**src/rtl/pca_seq_pkg.sv**
```systemverilog
// Shared state encoding and register-map constants for the register write sequencer.
package pca_seq_pkg;

   typedef enum logic [1:0] {
      IDLE   = 2'd0,
      SINGLE = 2'd1,
      BCAST  = 2'd2
   } seq_state_e;

   localparam logic [7:0] LED_BASE     = 8'h06;
   localparam logic [7:0] ALL_LED_BASE = 8'hFA;
   localparam logic [7:0] ALL_LED_LAST = 8'hFD;
   localparam logic [7:0] LED_STRIDE   = 8'd4;

   function automatic logic is_all_led(input logic [7:0] id);
      return (id >= ALL_LED_BASE) && (id <= ALL_LED_LAST);
   endfunction

   // Which of the four per-LED registers (ON_L..OFF_H) the broadcast targets.
   function automatic logic [1:0] all_led_offset(input logic [7:0] id);
      return 2'(id - ALL_LED_BASE);
   endfunction

   function automatic logic [7:0] led_addr(input logic [7:0] n, input logic [1:0] k);
      return LED_BASE + (LED_STRIDE * n) + {6'b000000, k};
   endfunction

endpackage

```
**src/rtl/rr_arbiter.sv**
```systemverilog
// Requester arbiter for the register write port: one-hot grant among valid requesters.
// Build option ARB_ROUND_ROBIN_EN: round-robin with a pointer; otherwise fixed priority, lowest index first.
module rr_arbiter #(
   parameter int NUM_REQ = 2
) (
   input  logic               clk_i,
   input  logic               rst_i,
   input  logic [NUM_REQ-1:0] req_i,
   input  logic               accept_i,
   output logic [NUM_REQ-1:0] grant_o
);

   localparam int PTR_W = (NUM_REQ > 1) ? $clog2(NUM_REQ) : 1;

   logic [NUM_REQ-1:0] grant_s;

`ifdef ARB_ROUND_ROBIN_EN
   logic [PTR_W-1:0] ptr_r;
   logic [PTR_W-1:0] grant_idx_s;

   // Search upward from the pointer, wrapping, and grant the first valid requester
   always_comb begin
      int   idx_v;
      logic found_v;
      logic hit_v;
      grant_s     = '0;
      grant_idx_s = '0;
      found_v     = 1'b0;
      for (int i = 0; i < NUM_REQ; i++) begin
         idx_v          = ((int'(ptr_r) + i) >= NUM_REQ) ? (int'(ptr_r) + i - NUM_REQ) : (int'(ptr_r) + i);
         hit_v          = ~found_v & req_i[idx_v];
         grant_s[idx_v] = hit_v;
         grant_idx_s    = hit_v ? PTR_W'(idx_v) : grant_idx_s;
         found_v        = found_v | hit_v;
      end
   end

   // Pointer moves just past the requester that was served
   always_ff @(posedge clk_i or posedge rst_i) begin
      if (rst_i) begin
         ptr_r <= '0;
      end else if (accept_i) begin
         ptr_r <= (grant_idx_s == PTR_W'(NUM_REQ - 1)) ? '0 : (grant_idx_s + PTR_W'(1));
      end else begin
         ptr_r <= ptr_r;
      end
   end
`else
   logic unused_s;

   // Lowest index wins; the I2C target is always served first
   always_comb begin
      logic found_v;
      logic hit_v;
      grant_s = '0;
      found_v = 1'b0;
      for (int i = 0; i < NUM_REQ; i++) begin
         hit_v      = ~found_v & req_i[i];
         grant_s[i] = hit_v;
         found_v    = found_v | hit_v;
      end
   end

   assign unused_s = ^{clk_i, rst_i, accept_i};
`endif

   assign grant_o = grant_s;

endmodule

```
**src/rtl/reg_write_sequencer.sv**
```systemverilog
// Sole owner of the register store write port: arbitrates requesters and expands ALL_LED writes.
// Build option ARB_ROUND_ROBIN_EN selects round-robin arbitration (fixed priority when undefined).
module reg_write_sequencer
   import pca_seq_pkg::*;
#(
   parameter int NUM_REQ   = 2,
   parameter int LED_COUNT = 16
) (
   input  logic                 clk_i,
   input  logic                 rst_i,
   input  logic                 flush_i,
   input  logic [NUM_REQ-1:0]   req_valid_i,
   input  logic [NUM_REQ*8-1:0] req_id_i,
   input  logic [NUM_REQ*8-1:0] req_value_i,
   output logic [NUM_REQ-1:0]   req_ready_o,
   output logic [7:0]           write_register_id_o,
   output logic [7:0]           write_register_value_o,
   output logic                 write_enable_o,
   output logic                 busy_o
);

   localparam int IDX_W = (LED_COUNT > 1) ? $clog2(LED_COUNT) : 1;

   seq_state_e          state_r;
   seq_state_e          next_state_s;
   logic [NUM_REQ-1:0]  grant_s;
   logic                open_s;
   logic                accept_s;
   logic [7:0]          sel_id_s;
   logic [7:0]          sel_val_s;
   logic [1:0]          sel_k_s;
   logic [IDX_W-1:0]    led_idx_r;
   logic [IDX_W-1:0]    led_idx_nxt_s;
   logic [IDX_W-1:0]    idx_inc_s;
   logic                last_led_s;
   logic [1:0]          k_r;
   logic [1:0]          k_nxt_s;
   logic [7:0]          wr_id_r;
   logic [7:0]          wr_id_nxt_s;
   logic [7:0]          wr_val_r;
   logic [7:0]          wr_val_nxt_s;
   logic                wr_en_r;
   logic                wr_en_nxt_s;

   rr_arbiter #(.NUM_REQ(NUM_REQ)) u_arb (
      .clk_i    (clk_i),
      .rst_i    (rst_i),
      .req_i    (req_valid_i),
      .accept_i (accept_s),
      .grant_o  (grant_s)
   );

   // Ready is withheld during flush and while reset is asserted so nothing is accepted then
   assign open_s      = (state_r == IDLE) & ~flush_i & ~rst_i;
   assign req_ready_o = grant_s & {NUM_REQ{open_s}};
   assign accept_s    = |(req_ready_o & req_valid_i);
   assign sel_k_s     = all_led_offset(sel_id_s);
   assign idx_inc_s   = led_idx_r + IDX_W'(1);
   assign last_led_s  = (led_idx_r == IDX_W'(LED_COUNT - 1));

   // One-hot mux of the granted requester's id and value
   always_comb begin
      sel_id_s  = 8'h00;
      sel_val_s = 8'h00;
      for (int i = 0; i < NUM_REQ; i++) begin
         sel_id_s  = sel_id_s  | (req_id_i[i*8 +: 8]    & {8{grant_s[i]}});
         sel_val_s = sel_val_s | (req_value_i[i*8 +: 8] & {8{grant_s[i]}});
      end
   end

   // State register and registered store-port outputs
   always_ff @(posedge clk_i or posedge rst_i) begin
      if (rst_i) begin
         state_r   <= IDLE;
         led_idx_r <= '0;
         k_r       <= 2'b00;
         wr_id_r   <= 8'h00;
         wr_val_r  <= 8'h00;
         wr_en_r   <= 1'b0;
      end else begin
         state_r   <= next_state_s;
         led_idx_r <= led_idx_nxt_s;
         k_r       <= k_nxt_s;
         wr_id_r   <= wr_id_nxt_s;
         wr_val_r  <= wr_val_nxt_s;
         wr_en_r   <= wr_en_nxt_s;
      end
   end

   // Next-state decision
   always_comb begin
      next_state_s = state_r;
      case (state_r)
         IDLE: begin
            if (accept_s) begin
               next_state_s = is_all_led(sel_id_s) ? BCAST : SINGLE;
            end else begin
               next_state_s = IDLE;
            end
         end
         SINGLE: next_state_s = IDLE;
         BCAST: begin
            if (flush_i || last_led_s) begin
               next_state_s = IDLE;
            end else begin
               next_state_s = BCAST;
            end
         end
         default: next_state_s = IDLE;
      endcase
   end

   // Next write strobe: the strobe for cycle N+1 is prepared while accepting in cycle N
   always_comb begin
      wr_en_nxt_s   = 1'b0;
      wr_id_nxt_s   = wr_id_r;
      wr_val_nxt_s  = wr_val_r;
      led_idx_nxt_s = '0;
      k_nxt_s       = k_r;
      case (state_r)
         IDLE: begin
            if (accept_s) begin
               wr_en_nxt_s  = 1'b1;
               wr_val_nxt_s = sel_val_s;
               k_nxt_s      = sel_k_s;
               wr_id_nxt_s  = is_all_led(sel_id_s) ? led_addr(8'h00, sel_k_s) : sel_id_s;
            end else begin
               wr_en_nxt_s = 1'b0;
            end
         end
         SINGLE: wr_en_nxt_s = 1'b0;
         BCAST: begin
            if (flush_i || last_led_s) begin
               wr_en_nxt_s = 1'b0;
            end else begin
               wr_en_nxt_s   = 1'b1;
               led_idx_nxt_s = idx_inc_s;
               wr_id_nxt_s   = led_addr(8'(idx_inc_s), k_r);
            end
         end
         default: wr_en_nxt_s = 1'b0;
      endcase
   end

   assign write_register_id_o    = wr_id_r;
   assign write_register_value_o = wr_val_r;
   assign write_enable_o         = wr_en_r;
   assign busy_o                 = (state_r != IDLE);

endmodule

```
**config.mk**
```make
export PLATFORM = sky130hd
export DESIGN_NAME = reg_write_sequencer
export DESIGN_NICKNAME = d
export VERILOG_FILES = /design/src/rtl/pca_seq_pkg.sv /design/src/rtl/rr_arbiter.sv /design/src/rtl/reg_write_sequencer.sv
export SDC_FILE = /design/constraint.sdc
export NUM_CORES = 1
export LEC_CHECK = 0
export BUFFER_PORTS_ARGS = -buffer_cell sky130_fd_sc_hd__buf_2
export CAP_MARGIN = 40
export CELL_PAD_IN_SITES_DETAIL_PLACEMENT = 1
export CELL_PAD_IN_SITES_GLOBAL_PLACEMENT = 1
export CORE_MARGIN = 1.5
export CORE_UTILIZATION = 37
export DETAILED_ROUTE_END_ITERATION = 8
export PLACE_DENSITY = 0.8
export SETUP_SLACK_MARGIN = 0.1
export SYNTH_ARGS = -nofsm -noshare
export SYNTH_HDL_FRONTEND = slang
export SYNTH_SLANG_ARGS = --single-unit
```
**constraint.sdc**
```tcl
create_clock -name clk_i -period 4.2 [get_ports clk_i]
set_input_delay 0.21 -clock clk_i [delete_from_list [all_inputs] [get_ports clk_i]]
set_output_delay 0.21 -clock clk_i [all_outputs]
set_load 0.02 [all_outputs]
```
# After elaboration in Yosys (flattened, before gate mapping)
# Index checks and enable logic that the tools add are counted.
# totals
input_bits,37
out_inout_bits,20
reg_bits,25
elab_cells,52
# classes
eq_ne,4
add_sub_neg,5
n_mux,13
magnitude_cmp,2
bitwise_logic,14
reduce_logical,8
# ops
op,n
$and A8 B8 Y8,4
$mux W8,3
$or A8 B8 Y8,2
$pmux W8 S2,1
$add A7 B2 Y8,1
$ge A8 B8 Y1 const B,1
$le A8 B8 Y1 const B,1
$mux W4,2
$add A3 B6 Y7 const A,1
$mux W2,3
$add A3 B2 Y4 const A,1
$add A4 B1 Y4 const B,1
$and A2 B2 Y2,2
$eq A4 B4 Y1 const B,1
$ne A2 B2 Y1 const B,2
$pmux W2 S2,1
$reduce_bool A2 Y1,2
$and A1 B1 Y1,3
$not A1 Y1,3
$reduce_and A3 Y1,1
$eq A2 B2 Y1 const B,1
$logic_not A2 Y1,1
$mux W1,2
$pmux W1 S2,1
other kinds (5),5

# Longest topological paths before layout
# Gate-level depths: netlist (run 1).
# depth
depth_word,9
depth_mapped,6
mapped_depth_nobuf,6

# Cells and area by module
# A second synthesis (run 1) with hierarchy kept.
# unflattened
hier_cells,151
area_unflattened_um2,1430.1
# by_module_without_submodules
module,area_each_um2,seq_area_each_um2,instances,cells_each
reg_write_sequencer,1408.9,625.6,1,149
rr_arbiter,21.3,0.0,1,2

# Worst setup path after synthesis (run 1)
# OpenSTA, ideal clock, no wires.
# synth_timing
path_kind,reg2reg
start,register state_r[1]
end,register wr_id_r[0] (netlist: write_register_id_o[0])
setup_time_ns,0.125
path_stages_with_launch,5
required_time_ns,4.075
n_path_buf,0
path_slack_ns,2.482
synth_period_minus_slack_ns,1.718
arrival_ns,1.594
cell_sequence,dfrtp_1 -> or4_1 -> o22a_1 -> inv_2 -> mux2_2
# synth_via
elab_chain_len,8
word_cells_on_any_way,12
cone_classes,3 x eq/ne; 1 x mux; 4 x bitwise; 4 x reduce/logical
# synth_rtl
element,line_no,source
start: declaration,reg_write_sequencer.sv:24,seq_state_e state_r;
start signal: assignment,reg_write_sequencer.sv:81,state_r <= next_state_s;
$logic_not A2 Y1,"reg_write_sequencer.sv:54, reg_write_sequencer.sv:120",
$and A1 B1 Y1 (2 in series),reg_write_sequencer.sv:54,assign open_s = (state_r == IDLE) & ~flush_i & ~rst_i;
$and A2 B2 Y2,reg_write_sequencer.sv:55,assign req_ready_o = grant_s & {NUM_REQ{open_s}};
$and A2 B2 Y2,reg_write_sequencer.sv:56,assign accept_s = |(req_ready_o & req_valid_i);
$reduce_or A2 Y1,reg_write_sequencer.sv:56,
$ne A2 B2 Y1 (no line),--,
$reduce_and A3 Y1 (no line),--,
end signal: assignment,reg_write_sequencer.sv:84,wr_id_r <= wr_id_nxt_s;
end: declaration,reg_write_sequencer.sv:38,logic [7:0] wr_id_r;
# Several ways; a longest one is shown, not always the timed one.
# A chain may end at the register's enable or synchronous reset.

# Final worst setup path (run 1)
# layout_timing
start,input rst_i
end,register wr_id_r[0] (netlist: write_register_id_o[0])
# layout_via
elab_chain_len,7
# layout_rtl
element,line_no,source
start: declaration,reg_write_sequencer.sv:10,"input logic rst_i,"
$not A1 Y1,reg_write_sequencer.sv:54,
$and A1 B1 Y1,reg_write_sequencer.sv:54,
$and A2 B2 Y2,reg_write_sequencer.sv:55,
$and A2 B2 Y2,reg_write_sequencer.sv:56,
$reduce_or A2 Y1,reg_write_sequencer.sv:56,
$ne A2 B2 Y1 (no line),--,
$reduce_and A3 Y1 (no line),--,
# Every way passes these cells.

==> results of run 1 <==
## metrics by stage
| step | utilization, % | setup slack (ps) |
|---|---|---|
| after floorplan | - | 2480 |
| after detailed placement | 47.7 | 2020 |
| final | 49.3 | 2240 |
| after CTS | 49.3 | 2270 |
| after global routing | 49.3 | 2000 |
| after global placement | 46.7 | 2140 |
## cell families after synthesis
logic type                 Yosys count  share of synthesized area [%]
muxes                                2                           1.62
AOI/OAI and AO/OA                   46                           22.9
buffers and inverters               13                           4.14
xor gates and xnor gates             7                           4.41
adders and majority gates            4                           3.60
and+or+nand+nor                     52                           18.4
DFF                                 25                           45.0
## layout by cell type, fill, tap and decap left out, types with 2 or more instances in the layout
master,n
a211oi_1,2
a21o_1,3
a21oi_1,2
a221o_1,2
a22o_1,2
a22oi_1,12
and2_1,2
buf_2,56
clkbuf_8,3
dfrtp_1,25
ha_1,4
inv_1,4
inv_2,2
mux2_2,2
nand2_1,21
nand3_1,2
nand3b_1,2
nand4b_1,2
nor2_1,12
nor2b_1,2
nor4_1,2
o21ai_0,13
o22a_1,2
or2_2,2
xor2_1,6
## power by group
| part | internal, uW | switching, uW |
|---|---|---|
| combinational | 66.7 | 101 |
| sequential | 273 | 18.0 |
| clock | 67.5 | 82.7 |
## registers in the layout (all words and copies together), names as in the netlist
name and count:
write_register_id_o 8, write_register_value_o 8, led_idx_r 4, k_r 2
state_r 2, write_enable_o 1
## area by class of cell
class	count	area [sq um]
fill	462	1840
multi-input combinational	111	707
clock buffer	3	41.3
timing repair buffer	59	329
inverter	6	22.5
tap	48	60.1
clock inverter	1	7.51
sequential	25	626
## worst paths after layout
check                                                   startpoint                               endpoint  slack [ps]  cells after the start
max in group asynchronous                                    rst_i  write_register_value_o[3]$_DFFE_PP0P_        3290                      4
worst min-delay path                                       flush_i                 led_idx_r[2]$_DFF_PP0_         130                      2
min in group asynchronous                                    rst_i     write_register_id_o[3]$_DFFE_PP0P_         500                      3
worst max register to register                state_r[1]$_DFF_PP0_     write_register_id_o[0]$_DFFE_PP0P_        2330                      4
worst min register to register  write_register_id_o[1]$_DFFE_PP0P_     write_register_id_o[1]$_DFFE_PP0P_         500                      1
worst max-delay path                                         rst_i     write_register_id_o[0]$_DFFE_PP0P_        2240                      6
## metal layers
layer  vias to the layer above  GRT usage (%)  part of all wire [%]
li1                        649              -                     -
met1                       672           26.9                    44
met2                        36           36.3                    51
met3                         5           1.58                   3.4
met4                         0           8.78                   1.9
met5                         -              0                     0
==> flow_metrics.tcl, run 1 <==
set metrics [dict create \
    yosysWarnings 0 \
    io_pins 57 \
    hold_viol 0 \
    grt_use_total_pct 21.0 \
    drt-total-wl_mm 3.88 \
    synthArstFlopShare_pct 100 \
    crit_path_max_incr_delay_ps 560 \
    viasPerCell 5.38 \
    whs_ps 130 \
    synth-edff-count 0 \
    drt_iter0_drc 38 \
    drive_above_1_share_pct 34.1 \
    slew_headroom_pct 39.5 \
    die_w_um 64.3 \
    cts_buffers 3 \
    setup-violations-final 0 \
    max_freq_ghz 0.511 \
    n_antenna_cell 0 \
    drtPass1Iterations 4 \
    start_kind "input port" \
    dpl_cell_area_sq_mm 0.00173 \
    cts_resized 0 \
    core_area_sq_mm 0.00363 \
    synth_common_cells "dfrtp_1, nand2_1, o21ai_0" \
    htree_levels 1 \
    rsz0062_at_grt "false" \
    die_h_um 64.3 \
    end_kind "flip-flop" \
    synth-seq-cells 25 \
    period_minus_slack_ps 1960 \
    drv_slew 0 \
    syn_nets 190 \
    row_count 22 \
    final_area_sq_mm 0.00179 \
    critPathBufInv 3 \
    ant_nets 0 \
    die-area_sq_mm 0.00413 \
    finalNonFillerCells 253 \
    cts_buffer_depth 2 \
    placed_cells 248 \
    ys.flop_type "dfrtp_1" \
    path_cells "dlygate4sd3_1 -> buf_2 -> or4_1 -> o22a_1 -> inv_2 -> mux2_2" \
    leakagePower_uw 0.000893 \
    status "complete, no violations" \
    finalCritPeriodShare_pct 46.6 \
    portBuffers 56 \
    synth-seq-area-share_pct 45.0 \
    cts_tree "yes" \
    area_growth_pct 29.0 \
    grt_pass1_vias 1410 \
    maxCapViolCount 0 \
    netlist_area_sq_mm 0.00139 \
    fin_total_pwr_uw 608 \
    ctsRootBufferMaster "clkbuf_8" \
    grt_overflow 0 \
    powerDensity_mw_per_mm2 339 \
    drcViolationCount 0 \
    finalSetupTns_ps 0 \
    nets 247 \
    wl_per_cell_um 15.3 \
    synthTopCellsByArea "dfrtp_1, a22oi_1, nand2_1" \
    cpLargestDelayFamily "buffers and inverters" \
    hpwlAfterDp_mm 3.16 \
    place_congestion 0.838 \
    worstPathArrival_ps 2130 \
    tightest_slew_ps 906 \
    crit_fanout 8 \
    synth_cell_types 39 \
    hp-class "in2reg" \
    antenna_found_initial 0 \
    peakVddDrop_mv 0.134 \
    avgSynthCellArea_sq_um 9.33 \
    critPathRequiredTime_ps 4370 \
    grt_max_degree 32 \
    postSynthCellCount 149 \
    num_vias 1362 \
    worst_path_max_delay_cell "dlygate4sd3_1" \
    synth_top_area_share_pct 45.0 \
    yosys.area.top_type "dfrtp_1" \
    yosysMostFrequentCell "dfrtp_1" \
    postCtsHoldBufs 1 \
    path_class "in2reg" \
    clock_sinks 25 \
    clkLatencyLatePin_ps 280 \
    fin_worst_skew_ps 0.956 \
    post-cts-setup-buffers 0 \
    initial_core_util_pct 38.3 \
    grt_pass1_wl_mm 6.71 \
    path_clk_slew_ps 90 \
]
Note: power is estimated with default switching activity, not from simulation.
==> inputs of run 2 (changes only) <==
Settings changed: CORE_UTILIZATION 37 to 31, PLACE_DENSITY 0.8 to 0.71.
Clock period 4.2 ns to 1.62 ns, I/O delays scaled along.
==> flow_metrics.tcl, run 2 (same netlist as run 1, synthesis figures left out) <==
set metrics [dict create \
    status "complete, but fails checks" \
    violations "setup timing" \
    portBuffers 56 \
    crit_start "state_r[0]$_DFF_PP0_" \
    hp-class "in2reg" \
    io_pins 57 \
    drv_slew 0 \
    path_clk_slew_ps 90 \
    n_antenna_cell 0 \
    clkLatencyLatePin_ps 270 \
    period_minus_slack_ps 1680 \
    crit_path_max_incr_delay_ps 490 \
    max_freq_ghz 0.594 \
    drtPass1Iterations 4 \
    initial_core_util_pct 32.1 \
    core_area_sq_mm 0.00432 \
    critPathBufInv 1 \
    reg2reg_to "write_register_id_o[0]$_DFFE_PP0P_" \
    place_congestion 0.781 \
    worst_path_max_delay_cell "or4_4" \
    rsz0062_at_grt "true" \
    end_kind "flip-flop" \
    wl_per_cell_um 15.7 \
    row_count 24 \
    grt_busiest_layer "met2" \
    drcViolationCount 0 \
    powerDensity_mw_per_mm2 808 \
    r2r-start "state_r[0]$_DFF_PP0_" \
    r2r_slack_ps -60 \
    use_met2_pct 32.1 \
    die-area_sq_mm 0.00490 \
    met3_usage_pct 2.02 \
    fin_worst_skew_ps 5.94 \
    ant_nets 0 \
    drt-total-wl_mm 4.27 \
    start_kind "flip-flop" \
    drive_above_1_share_pct 45.0 \
    grt_pass1_vias 1480 \
    ctsRootBufferMaster "clkbuf_8" \
    setup_ws_ps -63.2 \
    path_cells "or4_4 -> o22a_4 -> inv_6 -> mux2_4" \
    cpLargestDelayFamily "simple AND/OR/NAND/NOR gates" \
    final_common_cell "buf_2" \
    grtUsageMet1_pct 22.9 \
    cts_buffers 3 \
    worstPathArrival_ps 1840 \
    fillers 539 \
    grt_max_degree 26 \
    crit_fanout 6 \
    peakVddDrop_mv 0.336 \
    htree_levels 1 \
    die_w_um 70.0 \
    grt_pass1_wl_mm 7.11 \
    clock_sinks 25 \
    hold_viol 0 \
    grt_overflow 0 \
    path_class "reg2reg" \
    maxCapViolCount 0 \
    finalCritPeriodShare_pct 104 \
    num_vias 1389 \
    antenna_found_initial 0 \
    area_growth_pct 43.0 \
    whs_ps 36.6 \
    cp.depth 4 \
    tightest_slew_ps 450 \
    finalSetupTns_ps -168 \
    critPathRequiredTime_ps 1780 \
    nets 262 \
    hpwlAfterDp_mm 3.27 \
    r2r_cells 4 \
    crit_path_end "write_register_id_o[0]$_DFFE_PP0P_" \
    cts_tree "yes" \
    drt_iter0_drc 47 \
    die_h_um 70.0 \
    leakagePower_uw 0.000980 \
    setup-violations-final 4 \
    viasPerCell 5.11 \
    final_cell_mix "buf_2, dfrtp_1, nand2_1, buf_4" \
    slew_headroom_pct 69.9 \
    grt_use_total_pct 17.8 \
    cts_buffer_depth 2 \
]
[run 2: cell types whose count changed in the layout (fill, tap and decap cells not counted), sizes merged]
cell,change
buf,+15
[run 2: layout make-up]
| class | count | area, sq um | area share [%] |
|---|---|---|---|
| timing repair buffer | 74 | 438 | 22.0 |
| tap | 52 | 65.1 | 3.27 |
| inverter | 6 | 27.5 | 1.38 |
| multi-input combinational | 111 | 781 | 39.3 |
| sequential | 25 | 628 | 31.6 |
| clock inverter | 1 | 7.51 | 0.378 |
| clock buffer | 3 | 41.3 | 2.08 |
[run 2: how the worst min path moves through the flow]
| stage | from | endpoint | depth (start not counted) |
|---|---|---|---|
| global route | flush_i | led_idx_r[2]$_DFF_PP0_ | 2 |
| CTS | flush_i | led_idx_r[2]$_DFF_PP0_ | 2 |
| global placement | rst_i | state_r[0]$_DFF_PP0_ | 3 |
| detailed placement | rst_i | led_idx_r[2]$_DFF_PP0_ | 3 |
| finish | flush_i | led_idx_r[2]$_DFF_PP0_ | 2 |
| floorplan | rst_i | k_r[0]$_DFFE_PP0P_ | 1 |
[run 2: per-stage QoR]
| stage | std cells | total power (uW) | cell area [sq um] | setup WS [ps] | util, % |
|---|---|---|---|---|---|
| 6_report | 272 | 1610 | 1990 | -63.2 | 46.0 |
| 5_1_grt | 272 | 1700 | 1990 | -84.6 | 46.0 |
| 4_1_cts | 271 | 1610 | 1970 | -53.0 | 45.5 |
| 3_5_place_dp | 263 | 1220 | 1820 | -42.8 | 42.0 |
| 3_3_place_gp | 263 | 1200 | 1820 | -4.36 | 42.0 |
| 2_1_floorplan | 149 | 1020 | 1410 | 28.6 | - |
[run 2: per-layer routing]
metal | up-vias | wire length, um
li1 | 678 | -
met1 | 678 | 1840
met2 | 29 | 2230
met3 | 4 | 157
met4 | 0 | 38
met5 | - | 0
[run 2: worst register-to-register path: stages (launching register included)]
cell and delay [ps]:
dfrtp_2 460, or4_4 490, o22a_4 250, inv_6 90, mux2_4 290
[run 2: where the power goes]
group	internal [uW]	leakage, uW	switching, uW
clock	174	0.0000217	204
sequential	708	0.000318	47.6
combinational	201	0.000641	273
total	1080	0.000980	525
[run 2: repair_timing]
action / 4_1_cts / 5_1_grt
endpoints found under the setup margin: 20 / 12
hold buffers: 1 / 0
resized for setup: 19 / 3
gates cloned: 0 / 0
endpoints found under the hold margin: 25 / 0
pin swaps: 2 / 1
setup buffers: 3 / 1
==> inputs of run 3 (changes only) <==
--- a/config.mk
+++ b/config.mk
@@ -14,2 +14,3 @@
 export DETAILED_ROUTE_END_ITERATION = 8
+export GPL_TIMING_DRIVEN = 0
 export PLACE_DENSITY = 0.71
--- a/constraint.sdc
+++ b/constraint.sdc
@@ -3,2 +3,2 @@
 set_output_delay 0.081 -clock clk_i [all_outputs]
-set_load 0.02 [all_outputs]
+set_load 0.01 [all_outputs]
==> flow_metrics.tcl, run 3 (same netlist as run 1, synthesis figures left out) <==
set metrics [dict create \
    die_h_um 70.0 \
    nets 262 \
    crit_fanout 7 \
    switchingPower_uw 461 \
    worst_path_max_delay_cell "or4_4" \
    num_vias 1398 \
    maxCapViolCount 0 \
    place_congestion 0.812 \
    hp-class "in2reg" \
    peakVddDrop_mv 0.299 \
    drt_iter0_drc 54 \
    drtPass1Iterations 4 \
    area_growth_pct 43.2 \
    seqCellArea_sq_um 629 \
    cts_tree "yes" \
    powerDensity_mw_per_mm2 777 \
    p_int_uw 1090 \
    grt_overflow 0 \
    grt_max_degree 17 \
    end_kind "flip-flop" \
    final_area_sq_mm 0.00199 \
    path_class "reg2reg" \
    crit_path_max_incr_delay_ps 480 \
    viasPerCell 5.14 \
    setup-violations-final 4 \
    row_count 24 \
    slew_headroom_pct 45.8 \
    max_freq_ghz 0.603 \
    core_area_sq_mm 0.00432 \
    p_sw_share_pct 29.8 \
    rsz0062_at_grt "true" \
    hpwlAfterDp_mm 3.20 \
    hold_viol 0 \
    status "complete, but fails checks" \
    path_clk_slew_ps 90 \
    grt_pass1_wl_mm 7.02 \
    critPathRequiredTime_ps 1780 \
    n_antenna_cell 0 \
    io_pins 57 \
    violations "setup timing" \
    cts_buffers 3 \
    power_frac_clock_pct 24.4 \
    grt_pass1_vias 1401 \
    critPathBufInv 1 \
    drt-total-wl_mm 4.11 \
    multi_input_area_sq_um 782 \
    grt_use_total_pct 17.8 \
    fin_worst_skew_ps 1.23 \
    die-area_sq_mm 0.00490 \
    final_cell_mix "buf_2, dfrtp_1, nand2_1, nor2_1, a22oi_1" \
    whs_ps 40.0 \
    setup_ws_ps -37.9 \
    final_common_cell "buf_2" \
    combPwrFrac_pct 26.8 \
    finalCritPeriodShare_pct 102 \
    clock_sinks 25 \
    wl_per_cell_um 15.1 \
    leakagePower_uw 0.000981 \
    start_kind "flip-flop" \
    period_minus_slack_ps 1660 \
    ant_nets 0 \
    htree_levels 1 \
    dp_slack_ps -462 \
    portBuffers 55 \
    drcViolationCount 0 \
    drv_slew 0 \
    antenna_found_initial 0 \
    finalSetupTns_ps -107 \
    tightest_slew_ps 813 \
    cts_buffer_depth 2 \
    fillers 535 \
    clkLatencyLatePin_ps 270 \
    dpl_cell_area_sq_mm 0.00178 \
    initial_core_util_pct 32.1 \
    seqPwrFrac_pct 48.8 \
    fin_total_pwr_uw 1550 \
    die_w_um 70.0 \
    worstPathArrival_ps 1820 \
    path_cells "or4_4 -> o22a_4 -> inv_4 -> mux2_4" \
    cpLargestDelayFamily "simple AND/OR/NAND/NOR gates" \
    ctsRootBufferMaster "clkbuf_8" \
    drive_above_1_share_pct 42.7 \
]
-- run 3: final timing paths --
| path | from | to | slack [ps] | cells after the start |
|---|---|---|---|---|
| max reg2reg | state_r[0]$_DFF_PP0_ | write_register_id_o[0]$_DFFE_PP0P_ | -40 | 4 |
| min | flush_i | led_idx_r[2]$_DFF_PP0_ | 40 | 2 |
| max | state_r[0]$_DFF_PP0_ | write_register_id_o[0]$_DFFE_PP0P_ | -40 | 4 |
| max in group asynchronous | rst_i | state_r[1]$_DFF_PP0_ | 770 | 4 |
| min in group asynchronous | rst_i | led_idx_r[2]$_DFF_PP0_ | 410 | 3 |
| min reg2reg | write_register_value_o[5]$_DFFE_PP0P_ | write_register_value_o[5]$_DFFE_PP0P_ | 480 | 2 |
-- run 3: layout make-up --
type                       instances  area share (%)
buffer                             7            2.83
clock buffer                       4            2.26
inverter                           6            1.26
multi-input combinational        111            39.3
sequential                        25            31.6
tap                               52            3.27
timing repair buffer              67            19.5
-- run 3: stage by stage --
stage                     instances  utilization (%)
after global routing            272             46.0
final                           272             46.0
after detailed placement        257             41.1
after floorplan                 149                -
after global placement          256             40.4
after CTS                       268             45.1
-- run 3: routing by layer --
| metal | global-route usage [%] | up-vias | share of wire [%] |
|---|---|---|---|
| met5 | 0 | - | 0 |
| met4 | 5.13 | 0 | 1.3 |
| met3 | 2.02 | 5 | 3.1 |
| met2 | 28.8 | 33 | 48 |
| met1 | 25.1 | 676 | 48 |
| li1 | - | 684 | - |
-- run 3: power groups by stage --
| stage | combinational [uW] | clock [uW] | sequential [uW] |
|---|---|---|---|
| finish | 415 | 378 | 754 |
| global route | 461 | 408 | 768 |
| CTS | 411 | 379 | 754 |
| detailed placement | 383 | 0 | 766 |
| global placement | 369 | 0 | 763 |
| floorplan | 166 | 0 | 798 |
-- run 3: repair_timing --
| action | in CTS | in global routing |
|---|---|---|
| hold buffers | 1 | 0 |
| pin swaps | 4 | 1 |
| resized for setup | 20 | 7 |
| hold endpoints to repair | 9 | 0 |
| endpoints found under the setup margin | 22 | 21 |
| setup buffers | 6 | 4 |
